`config.mk`:
```
export PLATFORM = sky130hd
export DESIGN_NAME = gcd_engine_flat
export DESIGN_NICKNAME = d
export VERILOG_FILES = /design/src/rtl/gcd_engine_pkg.sv /design/src/rtl/gcd_engine_if.sv /design/src/rtl/gcd_engine_dp.sv /design/src/rtl/gcd_engine.sv /design/src/flat_wrapper.sv
export SDC_FILE = /design/constraint.sdc
export NUM_CORES = 1
export LEC_CHECK = 0
export BUFFER_PORTS_ARGS = -buffer_cell sky130_fd_sc_hd__clkbuf_2
export CAP_MARGIN = 5
export CORE_MARGIN = 2
export CORE_UTILIZATION = 53
export CTS_CLUSTER_DIAMETER = 100
export CTS_CLUSTER_SIZE = 20
export DETAILED_ROUTE_END_ITERATION = 8
export PLACE_DENSITY = 0.8
export REMOVE_ABC_BUFFERS = 1
export SYNTH_ARGS = -nofsm -noshare
export SYNTH_HDL_FRONTEND = slang
export SYNTH_SLANG_ARGS = --single-unit
```
`constraint.sdc`:
```
create_clock -name clk -period 2.9 [get_ports clk]
set_input_delay 0 -clock clk [delete_from_list [all_inputs] [get_ports clk]]
set_output_delay 0 -clock clk [all_outputs]
set_load 0.05 [all_outputs]
```
`src/rtl/gcd_engine_pkg.sv`:
```
// Shared types for the GCD engine: FSM state encoding, default width and the
// control bundle the FSM hands to the datapath.
package gcd_engine_pkg;

    localparam int GCD_WIDTH = 16;

    typedef enum logic [1:0] {
        GCD_S_IDLE = 2'd0,
        GCD_S_CALC = 2'd1,
        GCD_S_DONE = 2'd2
    } gcd_state_t;

    // sel=0 loads the operand inputs, sel=1 loads the subtractor result
    typedef struct packed {
        logic ld_a;
        logic ld_b;
        logic sel;
    } gcd_dp_ctrl_t;

endpackage

```
`src/rtl/gcd_engine_if.sv`:
```
// Operand/result handshake bundle for gcd_engine.
// iter_count is present only when GCD_ITER_COUNT_EN is defined.
interface gcd_engine_if #(
    parameter int WIDTH = 16
);
    logic             in_valid;
    logic             in_ready;
    logic [WIDTH-1:0] a_in;
    logic [WIDTH-1:0] b_in;
    logic             out_valid;
    logic             out_ready;
    logic [WIDTH-1:0] gcd_out;
    logic             busy;
`ifdef GCD_ITER_COUNT_EN
    logic [WIDTH-1:0] iter_count;

    modport master (
        output in_valid, a_in, b_in, out_ready,
        input  in_ready, out_valid, gcd_out, busy, iter_count
    );

    modport slave (
        input  in_valid, a_in, b_in, out_ready,
        output in_ready, out_valid, gcd_out, busy, iter_count
    );
`else
    modport master (
        output in_valid, a_in, b_in, out_ready,
        input  in_ready, out_valid, gcd_out, busy
    );

    modport slave (
        input  in_valid, a_in, b_in, out_ready,
        output in_ready, out_valid, gcd_out, busy
    );
`endif

endinterface

```
`src/rtl/gcd_engine_dp.sv`:
```
// GCD datapath: A/B operand registers, load muxes, magnitude comparator and a
// single subtractor shared between both registers.
module gcd_engine_dp
    import gcd_engine_pkg::*;
#(
    parameter int WIDTH = GCD_WIDTH
) (
    input  logic             clk,
    input  logic             rst,
    input  gcd_dp_ctrl_t     ctrl,
    input  logic [WIDTH-1:0] a_in,
    input  logic [WIDTH-1:0] b_in,
    output logic [WIDTH-1:0] a_val,
    output logic             gt,
    output logic             lt,
    output logic             eq
);

    logic [WIDTH-1:0] a_reg;
    logic [WIDTH-1:0] b_reg;
    logic [WIDTH-1:0] diff;
    logic [WIDTH-1:0] a_next;
    logic [WIDTH-1:0] b_next;

    assign gt = (a_reg > b_reg);
    assign lt = (a_reg < b_reg);
    assign eq = (a_reg == b_reg);

    // Larger minus smaller, so the difference never underflows
    assign diff   = gt ? (a_reg - b_reg) : (b_reg - a_reg);
    assign a_next = ctrl.sel ? diff : a_in;
    assign b_next = ctrl.sel ? diff : b_in;

    always_ff @(posedge clk or posedge rst) begin
        if (rst) begin
            a_reg <= '0;
            b_reg <= '0;
        end else begin
            if (ctrl.ld_a) begin
                a_reg <= a_next;
            end
            if (ctrl.ld_b) begin
                b_reg <= b_next;
            end
        end
    end

    assign a_val = a_reg;

endmodule

```
`src/rtl/gcd_engine.sv`:
```
// Subtractive-Euclid GCD engine with valid/ready operand and result ports.
// Define GCD_ITER_COUNT_EN to add the iter_count port and CALC-cycle counter.
module gcd_engine
    import gcd_engine_pkg::*;
#(
    parameter int WIDTH = GCD_WIDTH
) (
    input  logic        clk,
    input  logic        rst,
    gcd_engine_if.slave bus
);

    gcd_state_t       state_reg;
    logic             in_ready_reg;
    logic             out_valid_reg;
    logic             busy_reg;
    logic [WIDTH-1:0] gcd_reg;
`ifdef GCD_ITER_COUNT_EN
    logic [WIDTH-1:0] iter_reg;
`endif

    logic [WIDTH-1:0] a_val;
    logic             gt;
    logic             lt;
    logic             eq;
    logic             accept;
    logic             in_calc;
    logic             zero_op;
    gcd_dp_ctrl_t     dp_ctrl;

    assign accept  = (state_reg == GCD_S_IDLE) && bus.in_valid;
    assign in_calc = (state_reg == GCD_S_CALC);
    assign zero_op = (bus.a_in == '0) || (bus.b_in == '0);

    always_comb begin
        dp_ctrl      = '0;
        dp_ctrl.sel  = in_calc;
        dp_ctrl.ld_a = accept || (in_calc && gt);
        dp_ctrl.ld_b = accept || (in_calc && lt);
    end

    gcd_engine_dp #(
        .WIDTH (WIDTH)
    ) u_dp (
        .clk   (clk),
        .rst   (rst),
        .ctrl  (dp_ctrl),
        .a_in  (bus.a_in),
        .b_in  (bus.b_in),
        .a_val (a_val),
        .gt    (gt),
        .lt    (lt),
        .eq    (eq)
    );

    always_ff @(posedge clk or posedge rst) begin
        if (rst) begin
            state_reg     <= GCD_S_IDLE;
            in_ready_reg  <= 1'b1;
            out_valid_reg <= 1'b0;
            busy_reg      <= 1'b0;
            gcd_reg       <= '0;
`ifdef GCD_ITER_COUNT_EN
            iter_reg      <= '0;
`endif
        end else begin
            case (state_reg)
                GCD_S_IDLE: begin
                    if (bus.in_valid) begin
                        in_ready_reg <= 1'b0;
                        busy_reg     <= 1'b1;
`ifdef GCD_ITER_COUNT_EN
                        iter_reg     <= '0;
`endif
                        // A zero operand short-circuits: gcd(x,0)=x, gcd(0,0)=0
                        if (zero_op) begin
                            gcd_reg       <= bus.a_in | bus.b_in;
                            out_valid_reg <= 1'b1;
                            state_reg     <= GCD_S_DONE;
                        end else begin
                            state_reg     <= GCD_S_CALC;
                        end
                    end
                end
                GCD_S_CALC: begin
`ifdef GCD_ITER_COUNT_EN
                    iter_reg <= iter_reg + WIDTH'(1);
`endif
                    if (eq) begin
                        gcd_reg       <= a_val;
                        out_valid_reg <= 1'b1;
                        state_reg     <= GCD_S_DONE;
                    end
                end
                GCD_S_DONE: begin
                    // in_ready stays low here so a result is never overlapped by a new accept
                    if (bus.out_ready) begin
                        out_valid_reg <= 1'b0;
                        busy_reg      <= 1'b0;
                        in_ready_reg  <= 1'b1;
                        state_reg     <= GCD_S_IDLE;
                    end
                end
                default: begin
                    out_valid_reg <= 1'b0;
                    busy_reg      <= 1'b0;
                    in_ready_reg  <= 1'b1;
                    state_reg     <= GCD_S_IDLE;
                end
            endcase
        end
    end

    assign bus.in_ready  = in_ready_reg;
    assign bus.out_valid = out_valid_reg;
    assign bus.busy      = busy_reg;
    assign bus.gcd_out   = gcd_reg;
`ifdef GCD_ITER_COUNT_EN
    assign bus.iter_count = iter_reg;
`endif

endmodule

```
`src/flat_wrapper.sv`:
```
// flat-port wrapper written by rule: the top's interface ports become plain ports
module gcd_engine_flat import gcd_engine_pkg::*;
#(
    parameter int WIDTH = GCD_WIDTH
)
  (clk, rst, bus_in_valid, bus_a_in, bus_b_in, bus_out_ready, bus_in_ready, bus_out_valid, bus_gcd_out, bus_busy);
  gcd_engine_if #(.WIDTH(WIDTH)) bus_i ();
  input  logic clk;
  input  logic rst;
  input wire logic [$bits(bus_i.in_valid)-1:0] bus_in_valid;
  input wire logic [$bits(bus_i.a_in)-1:0] bus_a_in;
  input wire logic [$bits(bus_i.b_in)-1:0] bus_b_in;
  input wire logic [$bits(bus_i.out_ready)-1:0] bus_out_ready;
  output wire logic [$bits(bus_i.in_ready)-1:0] bus_in_ready;
  output wire logic [$bits(bus_i.out_valid)-1:0] bus_out_valid;
  output wire logic [$bits(bus_i.gcd_out)-1:0] bus_gcd_out;
  output wire logic [$bits(bus_i.busy)-1:0] bus_busy;
  assign bus_i.in_valid = bus_in_valid;
  assign bus_i.a_in = bus_a_in;
  assign bus_i.b_in = bus_b_in;
  assign bus_i.out_ready = bus_out_ready;
  assign bus_in_ready = bus_i.in_ready;
  assign bus_out_valid = bus_i.out_valid;
  assign bus_gcd_out = bus_i.gcd_out;
  assign bus_busy = bus_i.busy;
  gcd_engine #(.WIDTH(WIDTH)) u_core (.clk(clk), .rst(rst), .bus(bus_i));
endmodule
```
==> results of run 1 <==
[area by class of cell]
class / instances / area, um^2
timing repair buffer: 96 / 631
multi-input combinational: 368 / 2420
sequential: 53 / 1330
inverter: 41 / 154
tap: 99 / 124
clock inverter: 2 / 15.0
fill: 622 / 2510
clock buffer: 6 / 72.6
[cell families (layout without fill, tap and decap cells)]
logic type	count (synthesis)	in the layout	synth area share
buffers and inverters	65	145	0.0707
and+or+nand+nor	140	140	0.172
xor gates and xnor gates	22	22	0.0484
DFF	53	53	0.333
muxes	3	3	0.00754
adders and majority gates	33	33	0.107
AOI/OAI and AO/OA	170	170	0.261
[per-stage QoR]
step	hold slack, ps	area [um^2]	cells	setup TNS, ps	util
6_report	2.22	4750	665	0	0.654
5_1_grt	23.4	4750	665	-72.4	0.654
4_1_cts	1.05	4670	661	0	0.644
3_5_place_dp	220	4400	635	-1.35	0.607
3_3_place_gp	202	4400	635	0	0.607
2_1_floorplan	107	3850	462	-48.3	-
[worst paths after layout]
path                                       start               endpoint  slack (ps)
setup / recovery           u_core.u_dp.a_val[13]   u_core.u_dp.a_val[7]          60
hold / removal                       bus_a_in[0]   u_core.u_dp.a_val[0]           2
setup reg to reg           u_core.u_dp.a_val[13]   u_core.u_dp.a_val[7]          60
hold reg to reg            u_core.bus.gcd_out[6]  u_core.bus.gcd_out[6]         490
max in group asynchronous                    rst    u_core.bus.in_ready        1680
min in group asynchronous                    rst  u_core.bus.gcd_out[5]         400
[critical path: stages (launching register included)]
cell and delay, ps:
sky130_fd_sc_hd__dfrtp_1 430, sky130_fd_sc_hd__ha_1 400, sky130_fd_sc_hd__a21oi_1 280, sky130_fd_sc_hd__o21ai_0 150, sky130_fd_sc_hd__a211o_1 370, sky130_fd_sc_hd__a21o_4 250, sky130_fd_sc_hd__nand2_8 80, sky130_fd_sc_hd__mux2i_4 80
sky130_fd_sc_hd__or4b_1 530, sky130_fd_sc_hd__and3_1 170
[synth_stat cells (7+ instances only)]
master / n / area [um^2]
sky130_fd_sc_hd__a21o_1: 7 / 52.6
sky130_fd_sc_hd__a21oi_1: 36 / 180
sky130_fd_sc_hd__buf_2: 8 / 40.0
sky130_fd_sc_hd__clkbuf_1: 11 / 41.3
sky130_fd_sc_hd__dfrtp_1: 52 / 1300
sky130_fd_sc_hd__ha_1: 31 / 388
sky130_fd_sc_hd__inv_1: 41 / 154
sky130_fd_sc_hd__nand2_1: 52 / 195
sky130_fd_sc_hd__nand3_1: 7 / 35.0
sky130_fd_sc_hd__nand4_1: 7 / 43.8
sky130_fd_sc_hd__nor2_1: 32 / 120
sky130_fd_sc_hd__nor4_1: 8 / 50.1
sky130_fd_sc_hd__o21ai_0: 64 / 320
sky130_fd_sc_hd__o22ai_1: 14 / 87.6
sky130_fd_sc_hd__or3_1: 16 / 100
sky130_fd_sc_hd__xnor2_1: 15 / 131
sky130_fd_sc_hd__xor2_1: 7 / 61.3
[per-layer routing]
| metal | routed length, um | GRT usage | vias up |
|---|---|---|---|
| li1 | - | - | 1891 |
| met1 | 5380 | 0.433 | 1911 |
| met2 | 5660 | 0.480 | 225 |
| met3 | 1080 | 0.0476 | 42 |
| met4 | 404 | 0.131 | 0 |
| met5 | 0 | 0 | - |
[what timing repair did]
action                                 in CTS  in global routing
setup buffers                               0                  4
hold buffers                               18                  0
gates resized for setup                     1                 14
pin swaps                                   0                  7
setup endpoints to repair                   1                 15
endpoints found under the hold margin      54                  0
==> implementation parameters, run 1 <==
Parameter                              Value

Clocking
  Clock insertion delay at the later pin of the skew report    320 ps
  Clock slew at the register clock pins of the worst setup and hold paths    110 ps
  Clock Sinks    53
  H-tree levels    2
  CTS Root Cell    sky130_fd_sc_hd__clkbuf_8
  Number of buffers created by CTS    5
  TritonCTS clock tree    yes
  Max Buffers Root-to-Sink    2

Run status
  Run status    finished clean

Timing
  Slew headroom    0.419
  Achievable frequency    352 MHz
  Final count of hold timing violations    0
  Worst-case setup margin in the final layout    56.5 ps
  Largest clock skew in the final design    8.70 ps
  Transition time at the pin with the least slew margin    870 ps
  Setup repair after global routing missed its margin    yes
  Fin crit period    2840 ps
  Final count of negative-setup-slack endpoints    0
  Final-report max-slew violation count    0
  Final worst-path cycle share    0.981

Min path
  Worst hold path cell count    3
  Hold crit path type    input pin to register

Drt
  Iteration-0 DRC count of the detailed router    413
  Via-to-Cell Ratio    6.12
  Iteration count of the initial detailed-routing pass    5
  Total length of routed wires    12.5 mm
  Via Count    4,069
  Routed wirelength normalized by instance count    18.8 um
  Number of DRC violations after detailed routing    0
  Number of routed nets with antenna violations    0

Job
  Number of maximum-capacitance constraint violations    0

Synthesis
  Synth Area per Inst    8.19 um^2
  Unique masters post-synth    54
  Sequential element share of the synthesized area    0.333
  Number of storage elements in the synthesis netlist    53
  Cell Area, Synth    3980 um^2
  Synthesis Warnings    0
  EDFF count, synth    0
  Share of flip-flops with an asynchronous set or reset after synthesis    1.00
  Main synth FF type    sky130_fd_sc_hd__dfrtp_1
  Post-synthesis cell count    486

Worst setup path
  Critical Path End Type    register
  Critical path start-end classification    register to register
  Register-to-Register Path Depth    9
  Worst Path Required    3120 ps
  Peak fanout along the critical path    8
  Worst endpoint data arrival time    3070 ps
  CP startpoint kind    register

Floorplanning
  Height of the die    90.7 um
  Starting density of the core    0.549
  Core region area    7250 um^2
  Number of top-level pins    55
  Chip width    90.7 um
  Overall die area    8220 um^2
  Number of placement rows    31

GRT
  Wire length of the first global-routing pass    20.2 mm
  Number of global-route vias before repair    3,962
  Initial antenna violation count    0
  Maximum number of pins on one net before global-route repair    39
  Global-route usage over all layers    0.310
  Overflow left after global routing    0

Placement
  Global placement routability congestion    0.992
  HPWL after detailed placement    9.10 mm
  Number of input and output port buffers inserted    54
  Place WS    -1.35 ps

Final layout
  Most common cell after layout, fill and taps aside    sky130_fd_sc_hd__o21ai_0
  Area growth from synthesis to layout    19.2%
  Most frequent cells in the layout    sky130_fd_sc_hd__o21ai_0 (61), sky130_fd_sc_hd__clkbuf_2 (54), sky130_fd_sc_hd__dfrtp_1 (52)
  Antenna Cells    0
  Fraction of final layout cells sized beyond drive strength 1    0.187
  Layout net count    634
Power of run 1 is left out: the tool's default activity adds up to more than one toggle a clock period on the data nets, which glitch-free logic cannot reach.
==> run 2: changes to the inputs <==
--- a/config.mk
+++ b/config.mk
@@ -7,12 +7,14 @@
 export LEC_CHECK = 0
 export BUFFER_PORTS_ARGS = -buffer_cell sky130_fd_sc_hd__clkbuf_2
 export CAP_MARGIN = 5
+export CELL_PAD_IN_SITES_DETAIL_PLACEMENT = 0
+export CELL_PAD_IN_SITES_GLOBAL_PLACEMENT = 1
 export CORE_MARGIN = 2
-export CORE_UTILIZATION = 53
+export CORE_UTILIZATION = 39
 export CTS_CLUSTER_DIAMETER = 100
 export CTS_CLUSTER_SIZE = 20
 export DETAILED_ROUTE_END_ITERATION = 8
-export PLACE_DENSITY = 0.8
+export PLACE_DENSITY = 0.79
 export REMOVE_ABC_BUFFERS = 1
 export SYNTH_ARGS = -nofsm -noshare
 export SYNTH_HDL_FRONTEND = slang
==> run 2 against run 1 <==
  * Non-clock buffer count down 2
  * Design area increased by 0.29%
  * Maximum frequency increased by 2.6%
  * Global-route usage shrank 8.0 points
  * Highest routed layer unchanged
==> implementation parameters, run 2 (same netlist as run 1, synthesis figures left out) <==
Parameter                              Value

Placement
  Number of placed cells counting well taps    674
  Global placement routability congestion    0.913
  HPWL after detailed placement    9.73 mm
  Number of input and output port buffers inserted    54

Floorplanning
  Starting density of the core    0.404
  Number of top-level pins    55
  Overall die area    11,000 um^2
  Number of placement rows    36
  Chip width    105 um
  Height of the die    105 um
  Core region area    9860 um^2

Timing
  Final count of hold timing violations    0
  Fin crit period    2770 ps
  Final worst-path cycle share    0.955
  Achievable frequency    361 MHz
  Slew headroom    0.581
  Setup repair after global routing missed its margin    no
  Summed negative setup slack over all endpoints    0 ps
  Largest clock skew in the final design    7.21 ps
  Transition time at the pin with the least slew margin    623 ps
  Final count of negative-setup-slack endpoints    0
  Final-report max-slew violation count    0

Clocking
  Max Buffers Root-to-Sink    2
  Number of buffers created by CTS    5
  CTS Root Cell    sky130_fd_sc_hd__clkbuf_8
  Clock insertion delay at the later pin of the skew report    310 ps
  TritonCTS clock tree    yes
  H-tree levels    2
  Buffers inserted by post-CTS timing repair    0
  Clock Sinks    53
  Clock slew at the register clock pins of the worst setup and hold paths    100 ps

Final layout
  Footprint of the multi-input gates    2390 um^2
  Final Util    0.483
  Fraction of final layout cells sized beyond drive strength 1    0.186
  Most common cell after layout, fill and taps aside    sky130_fd_sc_hd__o21ai_0
  Storage cell area    1330 um^2
  Fill cell instance count of the final layout    975
  Layout net count    632
  Antenna Cells    0
  Post-Layout Cell Count    697
  Area growth from synthesis to layout    19.5%
  Most frequent cells in the layout    sky130_fd_sc_hd__o21ai_0 (62), sky130_fd_sc_hd__clkbuf_2 (54), sky130_fd_sc_hd__dfrtp_1 (52)

Worst setup path
  Startpoint of the lowest-slack register-to-register path    u_core.u_dp.a_val[0]
  Worst endpoint data arrival time    2980 ps
  CP Capture Point    u_core.u_dp.a_val[7]
  Worst Path Required    3110 ps
  R2R Path End    u_core.u_dp.a_val[7]
  Critical path start-end classification    register to register
  Crit path from    u_core.u_dp.a_val[0]
  Register-to-Register Path Depth    11
  Slack of the worst reg-to-reg path    130 ps
  CP startpoint kind    register
  Master of the slowest instance on the critical path    sky130_fd_sc_hd__or4b_1
  Critical Path End Type    register
  Largest stage delay, worst path    500 ps
  Ordered cell list for the critical path    inv_1 > ha_2 > fa_2 > nor2b_4 > o31a_1 > a41o_2 > a21o_4 > nand2_8 > mux2i_1 > or4b_1 > and3_1
  Peak fanout along the critical path    5

GRT
  Number of global-route vias before repair    3,729
  Busiest grt layer    met2
  Maximum number of pins on one net before global-route repair    35
  Initial antenna violation count    0
  Met2 track demand over resource    0.352
  Overflow left after global routing    0
  GR met1 Demand/Resource    0.344
  Global-route track usage on met3    0.0225
  Global-route usage over all layers    0.230
  Wire length of the first global-routing pass    20.2 mm

Drt
  Number of routed nets with antenna violations    0
  Via Count    3,940
  Via-to-Cell Ratio    5.65
  Routed wirelength normalized by instance count    17.7 um
  Iteration-0 DRC count of the detailed router    414
  Number of DRC violations after detailed routing    0
  Total length of routed wires    12.3 mm
  Iteration count of the initial detailed-routing pass    5

Job
  Number of maximum-capacitance constraint violations    0

Min path
  Hold crit path type    input pin to register

Run status
  Run status    finished clean
## run 2: per-layer routing
layer | vias up | wire length [um]
li1 | 1878 | -
met2 | 148 | 5490
met3 | 15 | 733
met1 | 1899 | 5880
met5 | - | 0
met4 | 0 | 229
## run 2: repair_timing
item                                    in CTS  in global routing
hold endpoints to repair                    34                  0
endpoints found under the setup margin       0                  6
hold buffers                                15                  0
resized for setup                            0                  9
## run 2: layout make-up
cell class              count  share of cell area
inverters                  41              0.0323
flip-flops and latches     53               0.279
clock buffers               6              0.0152
well taps                 133              0.0350
multi-input cells         368               0.503
repair buffers             94               0.128
clock inverters             2             0.00815
## run 2: critical path, delay by kind of cell (launching register included)
kind,cells,cell delay (ps)
AOI/OAI and AO/OA,3,860
adders and majority gates,2,440
buffers and inverters,1,80
DFF,1,410
muxes,1,90
and+or+nand+nor,4,790
## run 2: worst min-delay path by stage
stage | from | end | cells past startpoint | slack, ps
after floorplan | bus_out_ready | u_core.state_reg[1] | 1 | 110
after global placement | rst | u_core.bus.gcd_out[5] | 2 | 30
after detailed placement | rst | u_core.bus.gcd_out[4] | 2 | 30
after CTS | bus_a_in[0] | u_core.u_dp.a_val[0] | 3 | 1
after global routing | bus_b_in[10] | u_core.u_dp.b_reg[10] | 3 | 20
final | bus_a_in[0] | u_core.u_dp.a_val[0] | 3 | 6
## run 2: per-stage QoR
stage               area (um^2)  hold WS (ps)  setup WS [ps]
finish                     4760          5.65            129
global route               4760          23.4           3.61
CTS                        4740         0.984           38.0
detailed placement         4480          31.2           61.5
global placement           4480          29.1            111
floorplan                  3850           107          -39.5
Power of run 2 is left out for the same reason.
==> run 3: changes to the inputs <==
--- a/config.mk
+++ b/config.mk
@@ -7,14 +7,15 @@
 export LEC_CHECK = 0
 export BUFFER_PORTS_ARGS = -buffer_cell sky130_fd_sc_hd__clkbuf_2
 export CAP_MARGIN = 5
-export CELL_PAD_IN_SITES_DETAIL_PLACEMENT = 0
+export CELL_PAD_IN_SITES_DETAIL_PLACEMENT = 1
 export CELL_PAD_IN_SITES_GLOBAL_PLACEMENT = 1
+export CORE_ASPECT_RATIO = 1.25
 export CORE_MARGIN = 2
-export CORE_UTILIZATION = 39
+export CORE_UTILIZATION = 47
 export CTS_CLUSTER_DIAMETER = 100
 export CTS_CLUSTER_SIZE = 20
 export DETAILED_ROUTE_END_ITERATION = 8
-export PLACE_DENSITY = 0.79
+export PLACE_DENSITY = 0.89
 export REMOVE_ABC_BUFFERS = 1
 export SYNTH_ARGS = -nofsm -noshare
 export SYNTH_HDL_FRONTEND = slang
==> constraint.sdc (replaced) <==
create_clock -name clk -period 3.2 [get_ports clk]
set_input_delay 0 -clock clk [delete_from_list [all_inputs] [get_ports clk]]
set_output_delay 0 -clock clk [all_outputs]
set_load 0.05 [all_outputs]
==> run 3 against run 2 <==
  * Die area down 16%
  * Final cell count down 5.6%
  * Sequential share of layout area up 0.61 points
  * Highest routed layer unchanged
  * Design area down 2.2%
  * Maximum frequency down 8.8%
  * Critical path type unchanged
  * Utilization up 8.3 points
==> implementation parameters, run 3 (same netlist as run 1, synthesis figures left out) <==
Parameter                              Value

Timing
  Transition time at the pin with the least slew margin    874 ps
  Achievable frequency    329 MHz
  Largest clock skew in the final design    8.56 ps
  Slew headroom    0.417
  Setup repair after global routing missed its margin    no
  Final count of negative-setup-slack endpoints    0
  Fin crit period    3040 ps
  Final count of hold timing violations    0
  Final worst-path cycle share    0.950
  Summed negative setup slack over all endpoints    0 ps
  Final-report max-slew violation count    0

GRT
  Global-route usage over all layers    0.324
  Maximum number of pins on one net before global-route repair    39
  Number of global-route vias before repair    4,547
  Overflow left after global routing    0
  Initial antenna violation count    0
  Wire length of the first global-routing pass    23.0 mm

Clocking
  Clock insertion delay at the later pin of the skew report    330 ps
  CTS Root Cell    sky130_fd_sc_hd__clkbuf_8
  Number of buffers created by CTS    5
  Max Buffers Root-to-Sink    2
  Clock Sinks    53
  H-tree levels    2
  Buffers inserted by post-CTS timing repair    0
  Clock slew at the register clock pins of the worst setup and hold paths    110 ps
  TritonCTS clock tree    yes

Worst setup path
  Peak fanout along the critical path    6
  Largest stage delay, worst path    490 ps
  Slack of the worst reg-to-reg path    160 ps
  Critical path start-end classification    register to register
  R2R Path End    u_core.u_dp.a_val[10]
  Register-to-Register Path Depth    13
  Worst endpoint data arrival time    3220 ps
  CP startpoint kind    register
  Master of the slowest instance on the critical path    sky130_fd_sc_hd__fa_1
  Worst Path Required    3390 ps
  Ordered cell list for the critical path    inv_1 > ha_1 > fa_1 > nor2b_4 > o31a_1 > a41o_2 > buf_4 > a21oi_2 > o21ai_0 > buf_4 > nor2_1 > a31oi_1 > o21ai_0
  Startpoint of the lowest-slack register-to-register path    u_core.u_dp.a_val[0]
  Critical Path End Type    register

Final layout
  Fraction of final layout cells sized beyond drive strength 1    0.171
  Layout net count    629
  Area growth from synthesis to layout    17.0%
  Most common cell after layout, fill and taps aside    sky130_fd_sc_hd__o21ai_0
  Most frequent cells in the layout    sky130_fd_sc_hd__o21ai_0 (64), sky130_fd_sc_hd__clkbuf_2 (54), sky130_fd_sc_hd__nand2_1 (52), sky130_fd_sc_hd__dfrtp_1 (52), sky130_fd_sc_hd__inv_1 (40)
  Antenna Cells    0

Run status
  Run status    finished clean

Floorplanning
  Height of the die    107 um
  Overall die area    9230 um^2
  Starting density of the core    0.483
  Chip width    86.3 um
  Core region area    8240 um^2
  Number of top-level pins    55
  Number of placement rows    37

Drt
  Via Count    4,130
  Iteration count of the initial detailed-routing pass    4
  Via-to-Cell Ratio    6.28
  Iteration-0 DRC count of the detailed router    222
  Number of DRC violations after detailed routing    0
  Number of routed nets with antenna violations    0
  Total length of routed wires    14.2 mm
  Routed wirelength normalized by instance count    21.6 um

Placement
  Global placement routability congestion    0.967
  HPWL after detailed placement    10.9 mm
  Number of input and output port buffers inserted    54

Min path
  Hold crit path type    input pin to register
  Worst hold path cell count    3
  Launch point of the worst hold path    bus_a_in[3]
  Capture endpoint of the worst hold path    u_core.u_dp.a_val[3]

Job
  Number of maximum-capacitance constraint violations    0
-- run 3: cell count changes in the layout (fill, tap and decap cells not counted), moves of 2 or more --
cell / before / now
sky130_fd_sc_hd__o21ai_0: 62 / 64
sky130_fd_sc_hd__o21ai_1: 2 / 0
sky130_fd_sc_hd__clkinvlp_4: 0 / 2
sky130_fd_sc_hd__buf_4: 25 / 22
sky130_fd_sc_hd__ha_1: 28 / 31
sky130_fd_sc_hd__ha_2: 3 / 0
-- run 3: metal layers --
layer,routed length (um),vias to the layer above,part of all wire,global-route usage
met5,0,-,0,0
met3,594,64,0.042,0.0508
li1,-,1881,-,-
met1,5300,2033,0.37,0.351
met2,7410,152,0.52,0.575
met4,935,0,0.066,0.205
-- run 3: timing repair --
| item | 4_1_cts | 5_1_grt |
|---|---|---|
| resized for setup | 0 | 2 |
| endpoints found under the hold margin | 50 | 0 |
| hold buffers | 15 | 0 |
| endpoints found under the setup margin | 0 | 6 |
-- run 3: area by class of cell --
type                       instances  area (um^2)
fill                            1051         3580
multi-input combinational        368         2380
sequential                        53         1330
timing repair buffer              91          586
inverter                          41          154
tap                               97          121
clock buffer                       6         72.6
clock inverter                     2         15.0
-- run 3: per-stage QoR --
stage          setup slack (ps)  hold slack, ps  cells  utilization  cell area [um^2]
6_report                    161            3.51    658        0.565              4660
5_1_grt                    7.43            15.4    658        0.565              4660
4_1_cts                     145           0.142    658        0.564              4650
3_5_place_dp                188             226    635        0.535              4410
3_3_place_gp                315             209    635        0.535              4410
2_1_floorplan               261             107    462            -              3850
-- run 3: how the worst max path moves through the flow --
stage | endpoint | start | slack (ps) | depth (start not counted)
after CTS | u_core.u_dp.a_val[9] | u_core.u_dp.a_val[0] | 150 | 13
final | u_core.u_dp.a_val[10] | u_core.u_dp.a_val[0] | 160 | 13
after global routing | u_core.u_dp.a_val[9] | u_core.u_dp.b_reg[9] | 7 | 12
after floorplan | u_core.u_dp.a_val[9] | u_core.u_dp.b_reg[0] | 260 | 10
after detailed placement | u_core.u_dp.a_val[9] | u_core.u_dp.a_val[0] | 190 | 13
after global placement | u_core.u_dp.a_val[10] | u_core.u_dp.b_reg[0] | 310 | 12
-- run 3: critical path: cells and delay by family (launching register included) --
kind,cells,cell delay [ps]
AOI/OAI and AO/OA,6,1140
buffers and inverters,3,440
adders and majority gates,2,710
and+or+nand+nor,2,200
DFF,1,400
Power of run 3 is left out for the same reason.
